**src/rtl/pipeline_seq_ctrl.sv**
```systemverilog
`default_nettype none
// ============================================================================
// Module   : pipeline_seq_ctrl
// Brief    : Pipeline register / PC enable and bubble sequencer with
//            load-use, redirect, memory-wait, debug halt/step and counters.
// Revision : 1.0 - initial release
// ============================================================================
module pipeline_seq_ctrl #(
    parameter int TIMEOUT_CYC = 16,
    parameter int CNT_W       = 32,
    parameter bit HALT_ON_RST = 1'b0
) (
    input  logic             clk,
    input  logic             arst_n,
    input  logic [4:0]       id_rs1,
    input  logic [4:0]       id_rs2,
    input  logic             idex_memread,
    input  logic [4:0]       idex_rd,
    input  logic             exmem_taken,
    input  logic             dmem_req,
    input  logic             dmem_ready,
    input  logic             dbg_halt,
    input  logic             dbg_step,
    output logic             pc_en,
    output logic             pc_redirect,
    output logic             if_id_en,
    output logic             id_ex_en,
    output logic             ex_mem_en,
    output logic             mem_wb_en,
    output logic             if_id_bubble,
    output logic             id_ex_bubble,
    output logic             ex_mem_bubble,
    output logic             dbg_halted,
    output logic             mem_err,
    output logic [CNT_W-1:0] stall_cnt,
    output logic [CNT_W-1:0] flush_cnt
);

    localparam int c_wait_w = $clog2(TIMEOUT_CYC);

    localparam logic [c_wait_w-1:0] c_wait_last = c_wait_w'(TIMEOUT_CYC - 1);
    localparam logic [c_wait_w-1:0] c_wait_one  = c_wait_w'(1);
    localparam logic [CNT_W-1:0]    c_cnt_one   = CNT_W'(1);

    localparam logic [1:0] c_st_run   = 2'd0;
    localparam logic [1:0] c_st_mwait = 2'd1;
    localparam logic [1:0] c_st_halt  = 2'd2;
    localparam logic [1:0] c_st_step  = 2'd3;
    localparam logic [1:0] c_st_rst   = HALT_ON_RST ? c_st_halt : c_st_run;

    logic [1:0]          r_state;
    logic [1:0]          w_state_nxt;
    logic [c_wait_w-1:0] r_wait_cnt;
    logic                r_ret_halt;
    logic                r_mem_err;
    logic [CNT_W-1:0]    r_stall_cnt;
    logic [CNT_W-1:0]    r_flush_cnt;

    logic w_mstall;
    logic w_lu;
    logic w_in_wait;
    logic w_wait_last;
    logic w_adv;
    logic w_timeout;

    logic w_pc_en;
    logic w_pc_redirect;
    logic w_if_id_en;
    logic w_id_ex_en;
    logic w_ex_mem_en;
    logic w_mem_wb_en;
    logic w_if_id_bubble;
    logic w_id_ex_bubble;
    logic w_ex_mem_bubble;

    assign w_mstall    = dmem_req & ~dmem_ready;
    assign w_lu        = idex_memread & (idex_rd != 5'd0) &
                         ((idex_rd == id_rs1) | (idex_rd == id_rs2));
    assign w_in_wait   = (r_state == c_st_mwait);
    assign w_wait_last = w_in_wait & (r_wait_cnt == c_wait_last);
    assign w_timeout   = w_wait_last & ~dmem_ready;

    // A memory wait ends either on ready or by forced advance at the timeout
    assign w_adv = ((r_state == c_st_run) | (r_state == c_st_step)) ? ~w_mstall
                 : (w_in_wait & (dmem_ready | w_wait_last));

    always_ff @(posedge clk or negedge arst_n) begin
        if (!arst_n) begin
            r_state     <= c_st_rst;
            r_wait_cnt  <= '0;
            r_ret_halt  <= 1'b0;
            r_mem_err   <= 1'b0;
            r_stall_cnt <= '0;
            r_flush_cnt <= '0;
        end else begin
            r_state <= w_state_nxt;
            if ((w_state_nxt == c_st_mwait) && !w_in_wait) begin
                r_wait_cnt <= c_wait_one;
                r_ret_halt <= (r_state == c_st_step);
            end else if (w_in_wait && !w_adv) begin
                r_wait_cnt <= r_wait_cnt + c_wait_one;
            end
            if (w_timeout) begin
                r_mem_err <= 1'b1;
            end
            if ((r_state != c_st_halt) && !w_pc_en && (r_stall_cnt != '1)) begin
                r_stall_cnt <= r_stall_cnt + c_cnt_one;
            end
            if (w_pc_redirect && (r_flush_cnt != '1)) begin
                r_flush_cnt <= r_flush_cnt + c_cnt_one;
            end
        end
    end

    always_comb begin
        w_state_nxt = r_state;
        case (r_state)
            c_st_run: begin
                if (w_mstall)      w_state_nxt = c_st_mwait;
                else if (dbg_halt) w_state_nxt = c_st_halt;
            end
            c_st_mwait: begin
                if (w_adv) w_state_nxt = (r_ret_halt | dbg_halt) ? c_st_halt : c_st_run;
            end
            c_st_halt: begin
                if (dbg_step)      w_state_nxt = c_st_step;
                else if (!dbg_halt) w_state_nxt = c_st_run;
            end
            c_st_step: begin
                w_state_nxt = w_mstall ? c_st_mwait : c_st_halt;
            end
            default: w_state_nxt = c_st_rst;
        endcase
    end

    // Redirect outranks load-use: the dependent instruction is flushed anyway
    always_comb begin
        w_pc_en         = 1'b0;
        w_pc_redirect   = 1'b0;
        w_if_id_en      = 1'b0;
        w_id_ex_en      = 1'b0;
        w_ex_mem_en     = 1'b0;
        w_mem_wb_en     = 1'b0;
        w_if_id_bubble  = 1'b0;
        w_id_ex_bubble  = 1'b0;
        w_ex_mem_bubble = 1'b0;
        if (w_adv) begin
            w_id_ex_en  = 1'b1;
            w_ex_mem_en = 1'b1;
            w_mem_wb_en = 1'b1;
            if (exmem_taken) begin
                w_pc_en         = 1'b1;
                w_if_id_en      = 1'b1;
                w_pc_redirect   = 1'b1;
                w_if_id_bubble  = 1'b1;
                w_id_ex_bubble  = 1'b1;
                w_ex_mem_bubble = 1'b1;
            end else if (w_lu) begin
                w_id_ex_bubble  = 1'b1;
            end else begin
                w_pc_en         = 1'b1;
                w_if_id_en      = 1'b1;
            end
        end
    end

    assign pc_en         = arst_n & w_pc_en;
    assign pc_redirect   = arst_n & w_pc_redirect;
    assign if_id_en      = arst_n & w_if_id_en;
    assign id_ex_en      = arst_n & w_id_ex_en;
    assign ex_mem_en     = arst_n & w_ex_mem_en;
    assign mem_wb_en     = arst_n & w_mem_wb_en;
    assign if_id_bubble  = arst_n & w_if_id_bubble;
    assign id_ex_bubble  = arst_n & w_id_ex_bubble;
    assign ex_mem_bubble = arst_n & w_ex_mem_bubble;
    assign dbg_halted    = (r_state == c_st_halt);
    assign mem_err       = r_mem_err;
    assign stall_cnt     = r_stall_cnt;
    assign flush_cnt     = r_flush_cnt;

endmodule
`default_nettype wire
```
**config.mk**
```make
export PLATFORM = sky130hd
export DESIGN_NAME = pipeline_seq_ctrl
export DESIGN_NICKNAME = d
export VERILOG_FILES = /design/src/rtl/pipeline_seq_ctrl.sv
export SDC_FILE = /design/constraint.sdc
export NUM_CORES = 1
export LEC_CHECK = 0
export ABC_CLOCK_PERIOD_IN_PS = 5600
export CORE_MARGIN = 10
export CORE_UTILIZATION = 39
export DETAILED_ROUTE_END_ITERATION = 8
export GPL_TIMING_DRIVEN = 0
export PLACE_DENSITY = 0.76
export SYNTH_ARGS = -nofsm -noshare
export SYNTH_HDL_FRONTEND = slang
export SYNTH_SLANG_ARGS = --single-unit
```
**constraint.sdc**
```tcl
create_clock -name clk -period 5.6 [get_ports clk]
set_clock_uncertainty 0.1 [all_clocks]
set_input_delay 1.12 -clock clk [delete_from_list [all_inputs] [get_ports clk]]
set_output_delay 1.12 -clock clk [all_outputs]
set_load 0.02 [all_outputs]
```
Yosys cells after proc, flatten, opt, wreduce, memory -nomap -nowiden
Index checks and enable logic that the tools add are counted.
{"block": "totals", "regBits": 72, "latchBits": 0, "ram_bits": 0, "rom_bits": 0, "inputBits": 23, "output_inout_bits": 75, "wordCells": 66, "mem_count": 0}
{"block": "op_classes", "add_sub_neg": 3, "multipliers": 0, "n_div": 0, "magnitude_cmp": 0, "n_eq_ne": 10, "n_shift": 0, "mux": 20, "n_bitwise": 16, "n_reduce_logical": 11}
{"operator": "adder 32 x 1 -> 32 bit, second input constant", "n": 2}
{"operator": "inequality test 32 bit, second input constant", "n": 2}
{"operator": "2-to-1 mux 2 bit", "n": 7}
{"operator": "bitwise AND 1 bit", "n": 10}
{"operator": "== test 5 bit", "n": 2}
{"operator": "2-to-1 mux 1 bit", "n": 10}
{"operator": "2-to-1 mux 4 bit", "n": 2}
{"operator": "case mux 2 bit (4 select lines)", "n": 1}
{"operator": "logical AND 1 bit", "n": 5}
{"operator": "nonzero test 5 bit", "n": 1}
{"operator": "adder 4 x 1 -> 4 bit, second input constant", "n": 1}
{"operator": "== test 2 x 1 -> 1 bit, second input constant", "n": 2}
{"operator": "== test 2 bit, second input constant", "n": 2}
{"operator": "== test 4 bit, second input constant", "n": 1}
{"operator": "OR 1 bit", "n": 4}
{"operator": "logical NOT 1 bit", "n": 3}
{"operator": "logical NOT 2 bit", "n": 1}
{"operator": "inequality test 2 bit, second input constant", "n": 1}
{"operator": "inverter 1 bit", "n": 2}
{"operator": "nonzero test 2 bit", "n": 1}

Longest topological paths before layout
Gate-level depths: netlist (run 1).
{"block": "depth", "word_depth": 10, "depth_mapped": 9}

Worst setup path after synthesis (run 1)
No wires, ideal clock.
{"block": "synth_timing", "path_kind": "input -> output", "start": "input idex_rd[1]", "end": "output pc_en", "arrival_time_ps": 2453, "required_time_ps": 4380, "path_slack_ps": 1927, "stages": 5, "path_buffers": 1, "path_cell_list": "or4_1 > o21ai_0 > nor3_1 > nor2_1 > buf_4"}
{"block": "synth_between", "elab_chain_len": 7}
{"item": "from (decl)", "line_no": "18", "text": "input logic [4:0] idex_rd,"}
{"item": "== test 5 bit / nonzero test 5 bit (equally long branches)", "line_no": "78, 77"}
{"item": "OR 1 bit / bitwise AND 1 bit (equally long branches)", "line_no": "78, 77"}
{"item": "bitwise AND 1 bit (*)", "line_no": "77", "text": "assign w_lu = idex_memread & (idex_rd != 5'd0) &"}
{"item": "2-to-1 mux 1 bit (*) (3 in series)"}
{"item": "bitwise AND 1 bit (*)"}
{"item": "to (decl)", "line_no": "24", "text": "output logic pc_en,"}
Mark *: on every way between the ends. The rest lies on a longest branch, timed or not.

Worst setup path after layout (run 1)
{"block": "layout_timing", "start": "input idex_rd[2]", "end": "output pc_en"}
{"block": "layout_between", "elab_chain_len": 7}
{"item": "== test 5 bit / nonzero test 5 bit (equally long branches)", "line_no": "78, 77"}
{"item": "OR 1 bit / bitwise AND 1 bit (equally long branches)", "line_no": "78, 77"}
{"item": "bitwise AND 1 bit (*)", "line_no": "77"}
{"item": "2-to-1 mux 1 bit (*)", "line_no": "158", "text": "end else if (w_lu) begin"}
{"item": "2-to-1 mux 1 bit (*)", "line_no": "151", "text": "if (exmem_taken) begin"}
{"item": "2-to-1 mux 1 bit (*)", "line_no": "147", "text": "if (w_adv) begin"}
{"item": "bitwise AND 1 bit (*)", "line_no": "167", "text": "assign pc_en = arst_n & w_pc_en;"}
Marks and branches as above.

==> impl_metrics.env, run 1 <==
export IMPL_rows=35
export IMPL_grt_pass1_wl_mm=16.54
export IMPL_first_pass_iters=4
export IMPL_synth_area_leaders="dfrtp_1 (48%), xnor2_1 (12%), xor2_1 (4.9%)"
export IMPL_synth_area_sq_mm=0.003760
export IMPL_postLayoutCellArea_sq_mm=0.005114
export IMPL_fin_tns_setup_ps=0
export IMPL_dp_final_hpwl_mm=7.484
export IMPL_syn_nets=405
export IMPL_outcome="finished clean"
export IMPL_grt_max_degree=39
export IMPL_synthToLayoutAreaGrowth_pct=36.01
export IMPL_multi_input_area_sq_mm=0.001858
export IMPL_post_cts_buffers=0
export IMPL_worstSkewPairLatency_ps=330
export IMPL_rsz0062_at_grt="false"
export IMPL_yosysTopAreaCellShare_pct=47.92
export IMPL_worstPathRequired_ps=4380
export IMPL_hold_class="flip-flop to flip-flop"
export IMPL_crit_path_end_kind="primary output"
export IMPL_clock_sinks=72
export IMPL_register_area_sq_mm=0.001802
export IMPL_start_util_pct=40.31
export IMPL_yosysTopAreaCell="dfrtp_1"
export IMPL_sw_frac_of_total_pct=36.08
export IMPL_ctsHoldBuffers=0
export IMPL_max_slew_margin_rel_pct=50.61
export IMPL_die_y_microns=118.2
export IMPL_clkPwrFrac_pct=25.5
export IMPL_ys_types=43
export IMPL_viasPerCell=5.113
export IMPL_power_mw=1.651
export IMPL_final_hold_viol_count=0
export IMPL_finalWirelength_mm=9.902
export IMPL_tightest_slew_ps=734.7
export IMPL_period_share_pct=81.37
export IMPL_wl_met1_mm=4.809
export IMPL_cts_buffer_depth=2
export IMPL_io_buffers=97
export IMPL_routedWlPerCell_microns=16.02
export IMPL_ys_flop_type="dfrtp_1"
export IMPL_gp_congestion=0.7933
export IMPL_p_leak_nw=2.103
export IMPL_synth_edf_count=0
export IMPL_p_int_mw=1.055
export IMPL_vias=3160
export IMPL_post_cts_resized=0
export IMPL_die_x_microns=118.2
export IMPL_powerDensity_mw_per_mm2=322.8
export IMPL_diodes=0
export IMPL_drive_gt1_share_pct=6.748
export IMPL_synthArstFlopShare_pct=100.0
export IMPL_synth_avg_cell_area_sq_um=10.03
export IMPL_yosys_warnings=0
export IMPL_met2_length_mm=4.574
export IMPL_irDropWorstVdd_uv=253.2
export IMPL_antenna_found_initial=0
export IMPL_yosysSeqAreaShare_pct=47.92
export IMPL_io_pins=98
export IMPL_power_switching_uw=595.6
export IMPL_setup_viol=0
export IMPL_fmax_mhz=219.4
export IMPL_holdWs_ps=389.7
export IMPL_dieArea_sq_mm=0.01397
export IMPL_crit_fanout=3
export IMPL_syn_inst=375
export IMPL_core_area_sq_mm=0.009328
export IMPL_numCtsBuffers=9
export IMPL_p_comb_share_pct=34.7
export IMPL_grt_usage_pct=14.03
export IMPL_drc_errors=0
export IMPL_grt_overflow=0
export IMPL_dpl_cell_area_sq_mm=0.004910
export IMPL_min_period_ps=4557
export IMPL_clk_pin_slew_ps=80
export IMPL_h_tree_depth=3
export IMPL_cts_tree="done"
export IMPL_start_kind="input port"
export IMPL_seqPwrFrac_pct=39.7
export IMPL_ys_ff_latch=72
export IMPL_cap_violations=0
export IMPL_fin_nets=514
export IMPL_drv_slew=0
export IMPL_wl_met3_microns=408
export IMPL_cts_root_buffer="clkbuf_8"
export IMPL_worstSetupPathType="input port to primary output"
export IMPL_grt_pass1_vias=3226
export IMPL_fin_util_pct=54.82
export IMPL_ant_nets=0
export IMPL_worstPathArrival_ps=3340
export IMPL_fillers=839
export IMPL_maxUsedRoutingLayer="met4"
export IMPL_drtIter0Drc=159
[critical path: stages]
cell	delay (ps)
clkdlybuf4s50_1	490
or4_1	520
o21ai_0	280
nor3_1	80
nor2_1	140
buf_4	130
clkdlybuf4s50_1	590
[stage by stage]
stage | std cells | setup slack (ps)
after floorplan | 375 | 1927
after global placement | 601 | -1012
after detailed placement | 602 | 1033
after CTS | 618 | 1020
after global routing | 618 | 941.0
final | 618 | 1043
[path summary, 6_finish.rpt]
path                                            from  cells past startpoint  slack (ps)                        end
min                        flush_cnt[27]$_DFFE_PN0P_                      1         390  flush_cnt[27]$_DFFE_PN0P_
min in group asynchronous                     arst_n                      1         630  stall_cnt[30]$_DFFE_PN0P_
max reg2reg                     r_state[1]$_DFF_PN0_                      9        2630   flush_cnt[6]$_DFFE_PN0P_
max                                       idex_rd[2]                      7        1040                      pc_en
max in group asynchronous                     arst_n                      2        4180  flush_cnt[20]$_DFFE_PN0P_
min reg2reg                flush_cnt[27]$_DFFE_PN0P_                      1         390  flush_cnt[27]$_DFFE_PN0P_
[cells in the mapped netlist, drive strengths merged (7+ instances only)]
cell	number
dfrtp	72
xnor2	53
nand2	34
nand3	34
xor2	21
nand4	20
nor3	20
and3	17
nor2	17
inv	10
o21ai	10
and4	8
buf	7
ha	7
[layer usage]
layer / vias to the layer above / track usage, %
met1: 1544 / 19.24
met2: 85 / 21.52
met3: 9 / 2.808
met5: - / 0
li1: 1522 / -
met4: 0 / 4.791
[kinds of logic after synthesis]
logic type / count (synthesis) / synth area share [%]
AND/OR/NAND/NOR: 172 / 24.76
XOR/XNOR: 74 / 17.24
flip-flops: 72 / 47.92
AO/OA/AOI/OAI: 26 / 4.193
buffers and inverters: 21 / 2.662
adder cells (fa/ha/maj): 7 / 2.329
multiplexers: 3 / 0.8984
[power by group through the flow]
| stage | registers, mW | logic, mW | clock network [mW] |
|---|---|---|---|
| floorplan | 0.703 | 0.286 | 0 |
| global placement | 0.660 | 0.559 | 0 |
| detailed placement | 0.665 | 0.576 | 0 |
| CTS | 0.655 | 0.578 | 0.432 |
| global route | 0.667 | 0.625 | 0.456 |
| finish | 0.656 | 0.573 | 0.421 |
[cell type report]
class	count	share of cell area, %
repair buffers	98	19.33
inverters	10	0.7340
plain buffers	11	1.223
clock buffers	10	2.691
well taps	129	3.156
multi-input cells	282	36.33
clock inverters	6	1.297
flip-flops and latches	72	35.23
[placed cells by master (no fill, tap or decap), types with 2 or more instances in the layout]
| cell type | count |
|---|---|
| buf_4 | 6 |
| a21o_1 | 2 |
| inv_1 | 10 |
| ha_1 | 7 |
| xor2_1 | 21 |
| nand2b_1 | 2 |
| nor2b_1 | 2 |
| clkdlybuf4s50_1 | 96 |
| a21boi_0 | 2 |
| or2_2 | 2 |
| nand4_1 | 20 |
| mux2_2 | 2 |
| nor3b_1 | 2 |
| a21oi_1 | 4 |
| buf_2 | 2 |
| and4_1 | 8 |
| o22ai_1 | 3 |
| and2_1 | 2 |
| clkbuf_1 | 4 |
| clkinvlp_4 | 3 |
| nand3_1 | 33 |
| nor2_1 | 17 |
| o21ai_0 | 10 |
| and3_1 | 17 |
| nor3_1 | 20 |
| nor4_1 | 2 |
| nand2_1 | 33 |
| dfrtp_1 | 72 |
| xnor2_1 | 53 |
| clkbuf_8 | 10 |
| or3_1 | 3 |
[sequential cells by signal, indices dropped and copies added, names as in the netlist]
| signal | count |
|---|---|
| r_ret_halt | 1 |
| flush_cnt | 32 |
| r_wait_cnt | 4 |
| mem_err | 1 |
| stall_cnt | 32 |
| r_state | 2 |
No activity file was read; power rests on OpenSTA's default activity.
==> run 2: changes to the inputs <==
ABC_CLOCK_PERIOD_IN_PS = 3800   (was 5600)
PLACE_DENSITY = 0.79   (was 0.76)
clock period = 3.8 ns   (was 5.6 ns; I/O delays follow)
==> run 2 against run 1 <==
Compared with the run above: hold slack worse by 4.3 ps; die area stayed put; core utilization is 0.054 points higher; sequential share of layout area hardly changed; design area hardly changed; register-to-register slack worse by 1800 ps; clock power is 59% higher; total power is 50% higher; via count is 0.35% lower; sequential power is 48% higher; largest cell class unchanged; highest routed layer unchanged.
==> impl_metrics.env, run 2 (synthesized netlist as in run 1, its figures left out) <==
export IMPL_gp_congestion=0.8449
export IMPL_final_cells=617
export IMPL_grt_busiest_layer="met2"
export IMPL_synthToLayoutAreaGrowth_pct=36.14
export IMPL_irDropWorstVdd_uv=316.2
export IMPL_diodes=0
export IMPL_start_kind="input port"
export IMPL_grt_usage_pct=14.24
export IMPL_clock_sinks=72
export IMPL_antenna_found_initial=0
export IMPL_grt_pass1_vias=3230
export IMPL_max_slew_margin_rel_pct=38.08
export IMPL_die_x_microns=118.2
export IMPL_layout_common_cells="clkdlybuf4s50_1 (94), dfrtp_1 (72), xnor2_1 (53), nand3_1 (33), nand2_1 (33)"
export IMPL_worstPathRequired_ps=2940
export IMPL_crit_path_frequent_cell="clkdlybuf4s50_1"
export IMPL_powerDensity_mw_per_mm2=484.9
export IMPL_cts_tree="done"
export IMPL_use_met1_pct=18.76
export IMPL_die_y_microns=118.2
export IMPL_grt_pass1_wl_mm=16.76
export IMPL_drtIter0Drc=210
export IMPL_dieArea_sq_mm=0.01397
export IMPL_outcome="finished clean"
export IMPL_worstSetupPathType="input port to primary output"
export IMPL_cap_violations=0
export IMPL_grt_overflow=0
export IMPL_slowest_stage="clkdlybuf4s50_1"
export IMPL_io_buffers=97
export IMPL_vias=3149
export IMPL_h_tree_depth=3
export IMPL_rows=35
export IMPL_path_delay_family="buffers and inverters"
export IMPL_final_hold_viol_count=0
export IMPL_fmax_mhz=273.1
export IMPL_core_area_sq_mm=0.009328
export IMPL_max_stage_delay_ps=590
export IMPL_start_util_pct=40.31
export IMPL_crit_buf_inv=4
export IMPL_drv_slew=0
export IMPL_holdWs_ps=385.4
export IMPL_grt_max_degree=75
export IMPL_ant_nets=0
export IMPL_drive_gt1_share_pct=6.557
export IMPL_first_pass_iters=4
export IMPL_period_share_pct=96.37
export IMPL_crit_chain="clkdlybuf4s50_1 -> a21boi_1 -> or2_2 -> nand2_1 -> inv_1 -> buf_4 -> clkdlybuf4s50_1"
export IMPL_worstSkewPairLatency_ps=340
export IMPL_crit_path_end_kind="primary output"
export IMPL_viasPerCell=5.104
export IMPL_dp_final_hpwl_mm=7.515
export IMPL_met3_usage_pct=3.998
export IMPL_routedWlPerCell_microns=15.95
export IMPL_grt_util_met2_pct=21.94
export IMPL_io_pins=98
export IMPL_tightest_slew_ps=928.7
export IMPL_finalWirelength_mm=9.839
export IMPL_min_period_ps=3662
export IMPL_setup_viol=0
export IMPL_fin_nets=513
export IMPL_drc_errors=0
export IMPL_worstPathArrival_ps=2800
export IMPL_layout_commonest_cell="clkdlybuf4s50_1"
export IMPL_rsz0062_at_grt="false"
export IMPL_dp_cells=601
export IMPL_hold_class="flip-flop to flip-flop"
export IMPL_p_leak_nw=2.122
export IMPL_clk_pin_slew_ps=80
export IMPL_fillers=828
export IMPL_cts_root_buffer="clkbuf_8"
export IMPL_cts_buffer_depth=2
export IMPL_crit_fanout=4
export IMPL_numCtsBuffers=9
## run 2: final timing paths
path,start,slack (ps),cells after the start,to
max in group asynchronous,arst_n,2540,1,r_state[1]$_DFF_PN0_
max reg2reg,r_state[0]$_DFF_PN0_,880,8,flush_cnt[6]$_DFFE_PN0P_
min,flush_cnt[27]$_DFFE_PN0P_,390,1,flush_cnt[27]$_DFFE_PN0P_
max,dmem_ready,140,7,mem_wb_en
min reg2reg,flush_cnt[27]$_DFFE_PN0P_,390,1,flush_cnt[27]$_DFFE_PN0P_
min in group asynchronous,arst_n,440,1,stall_cnt[31]$_DFFE_PN0P_
## run 2: timing repair
action / CTS / global route
hold buffers: 0 / 0
gates resized for setup: 3 / 2
setup endpoints to repair: 1 / 7
gates cloned: 0 / 0
pin swaps: 0 / 0
setup buffers: 0 / 0
## run 2: final cells by class
type	count	area, sq um	area share, %
buffer	11	62.56	1.222
clock buffer	11	141.4	2.762
clock inverter	5	80.08	1.564
inverter	10	37.54	0.7333
multi-input combinational	282	1864	36.42
sequential	72	1802	35.20
tap	129	161.4	3.153
timing repair buffer	97	969.7	18.94
## run 2: where the power goes
| part | switching, mW | internal, mW |
|---|---|---|
| registers | 0.111 | 0.858 |
| logic | 0.474 | 0.372 |
| clock network | 0.281 | 0.387 |
## run 2: worst register-to-register path, delay by kind of cell, from the launching register on
kind | cells | cell delay (ps)
xor gates and xnor gates | 1 | 150
adders and majority gates | 1 | 350
DFF | 1 | 440
AOI/OAI and AO/OA | 3 | 1190
and+or+nand+nor | 1 | 150
buffers and inverters | 2 | 460
## run 2: metrics by stage
step,power [mW],setup TNS [ps],area (sq um),setup WS (ps),util [%]
final,2.482,0,5119,138.0,54.88
after global routing,2.632,0,5119,8.772,54.88
after CTS,2.503,0,5110,49.94,54.78
after detailed placement,1.832,-59.51,4890,-59.51,52.42
after global placement,1.791,-60940,4892,-2025,52.45
after floorplan,1.457,0,3760,846.9,-
## run 2: routing by layer
layer	share of wire, %	vias to the layer above	wire (microns)
met1	47	1531	4670
met4	1.1	0	106
met5	0	-	0
met2	46	84	4502
li1	-	1526	-
met3	5.7	8	560
==> run 3: changes to the inputs <==
CORE_UTILIZATION = 44   (was 39)
PLACE_DENSITY = 0.86   (was 0.79)
==> run 3 against run 2 <==
Compared with the run above: worst setup slack lost 38 ps; critical path type unchanged; sequential share of layout area fell by 0.21 points; core utilization grew 7.5 points; first-iteration DRC count shrank 16%; design area up 0.61%; clock-buffer cell count unchanged; global-route usage up 1.5 points; via count rose by 2.5%.
==> impl_metrics.env, run 3 (synthesized netlist as in run 1, its figures left out) <==
export IMPL_outcome="finished clean"
export IMPL_drc_errors=0
export IMPL_first_pass_iters=4
export IMPL_dp_final_hpwl_mm=7.406
export IMPL_seqPwrFrac_pct=37.5
export IMPL_worstPathRequired_ps=2940
export IMPL_fin_util_pct=62.36
export IMPL_grt_overflow=0
export IMPL_dpl_cell_area_sq_mm=0.004887
export IMPL_grt_pass1_wl_mm=16.66
export IMPL_vias=3228
export IMPL_clk_pin_slew_ps=80
export IMPL_power_switching_uw=868.2
export IMPL_crit_path_end_kind="primary output"
export IMPL_max_stage_delay_ps=630
export IMPL_gp_congestion=0.8393
export IMPL_drv_slew=0
export IMPL_viasPerCell=5.434
export IMPL_ant_nets=0
export IMPL_postLayoutCellArea_sq_mm=0.005150
export IMPL_routedWlPerCell_microns=16.66
export IMPL_io_pins=98
export IMPL_fmax_mhz=270.3
export IMPL_reg2reg_depth=9
export IMPL_start_util_pct=45.53
export IMPL_cts_tree="done"
export IMPL_power_mw=2.577
export IMPL_post_cts_buffers=0
export IMPL_grt_max_degree=74
export IMPL_drtIter0Drc=176
export IMPL_crit_chain="clkdlybuf4s50_1 -> or4_1 -> o21ai_1 -> nor3_1 -> nor2_1 -> clkdlybuf4s50_1"
export IMPL_clkPwrFrac_pct=29.3
export IMPL_crit_fanout=3
export IMPL_crit_path_frequent_cell="clkdlybuf4s50_1"
export IMPL_clock_sinks=72
export IMPL_drive_gt1_share_pct=6.953
export IMPL_holdWs_ps=87.28
export IMPL_min_period_ps=3700
export IMPL_p_comb_share_pct=33.2
export IMPL_io_buffers=97
export IMPL_finalWirelength_mm=9.894
export IMPL_die_y_microns=112.4
export IMPL_powerDensity_mw_per_mm2=500.4
export IMPL_hold_class="input port to asynchronous set/reset pin"
export IMPL_path_delay_family="buffers and inverters"
export IMPL_period_share_pct=97.36
export IMPL_cap_violations=0
export IMPL_irDropWorstVdd_uv=395.5
export IMPL_synthToLayoutAreaGrowth_pct=36.97
export IMPL_h_tree_depth=3
export IMPL_layout_common_cells="clkdlybuf4s50_1 (95), dfrtp_1 (72), xnor2_1 (53), nand3_1 (33), nand2_1 (33)"
export IMPL_worstSkewPairLatency_ps=350
export IMPL_p_leak_nw=2.152
export IMPL_fin_nets=514
export IMPL_rsz0062_at_grt="false"
export IMPL_post_cts_resized=1
export IMPL_worstSetupPathDepth=6
export IMPL_die_x_microns=112.4
export IMPL_diodes=0
export IMPL_grt_pass1_vias=3264
export IMPL_setup_viol=0
export IMPL_dieArea_sq_mm=0.01264
export IMPL_numCtsBuffers=9
export IMPL_grt_usage_pct=15.70
export IMPL_worstSetupPathType="input port to primary output"
export IMPL_p_int_mw=1.709
export IMPL_sw_frac_of_total_pct=33.69
export IMPL_final_hold_viol_count=0
export IMPL_core_area_sq_mm=0.008258
export IMPL_tightest_slew_ps=738.7
export IMPL_cts_root_buffer="clkbuf_8"
export IMPL_worstPathArrival_ps=2840
export IMPL_start_kind="input port"
export IMPL_max_slew_margin_rel_pct=50.35
export IMPL_fillers=700
export IMPL_slowest_stage="clkdlybuf4s50_1"
export IMPL_ctsHoldBuffers=0
export IMPL_layout_commonest_cell="clkdlybuf4s50_1"
export IMPL_rows=33
export IMPL_cts_buffer_depth=2
export IMPL_crit_buf_inv=2
export IMPL_antenna_found_initial=0
## run 3: layer usage
| metal | track usage, % | wire length (microns) | share of wire, % | vias up |
|---|---|---|---|---|
| met2 | 24.30 | 4682 | 47 | 99 |
| met5 | 0 | 0 | 0 | - |
| met4 | 6.176 | 180 | 1.8 | 0 |
| met1 | 20.20 | 4373 | 44 | 1588 |
| li1 | - | - | - | 1525 |
| met3 | 4.526 | 658 | 6.7 | 16 |
## run 3: power groups by stage
| stage | clock network (mW) | registers (mW) | logic (mW) |
|---|---|---|---|
| final | 0.755 | 0.966 | 0.856 |
| after detailed placement | 0 | 0.980 | 0.852 |
| after floorplan | 0 | 1.04 | 0.421 |
| after global placement | 0 | 0.974 | 0.818 |
| after global routing | 0.804 | 0.986 | 0.934 |
| after CTS | 0.770 | 0.967 | 0.855 |
## run 3: final timing paths
kind	startpoint	endpoint	slack [ps]
max	idex_rd[1]	if_id_en	100
min	arst_n	stall_cnt[26]$_DFFE_PN0P_	90
max reg2reg	r_state[1]$_DFF_PN0_	flush_cnt[6]$_DFFE_PN0P_	970
min reg2reg	mem_err$_DFFE_PN0P_	mem_err$_DFFE_PN0P_	380
max in group asynchronous	arst_n	flush_cnt[13]$_DFFE_PN0P_	2980
min in group clk	mem_err$_DFFE_PN0P_	mem_err$_DFFE_PN0P_	380
## run 3: stage by stage
step           instances  worst slack [ps]  setup TNS, ps
2_1_floorplan        375             846.9              0
3_3_place_gp         577             -2013         -61210
3_5_place_dp         578            -54.11         -54.11
4_1_cts              594             16.96              0
5_1_grt              594             36.95              0
6_report             594             100.3              0
## run 3: area by class of cell
type / count / area, sq um / area share, %
multi-input cells: 282 / 1864 / 36.20
clock buffers: 11 / 151.4 / 2.940
plain buffers: 11 / 62.56 / 1.215
clock inverters: 5 / 102.6 / 1.992
flip-flops and latches: 72 / 1802 / 34.99
inverters: 10 / 37.54 / 0.7289
repair buffers: 98 / 998.5 / 19.39
well taps: 105 / 131.4 / 2.551
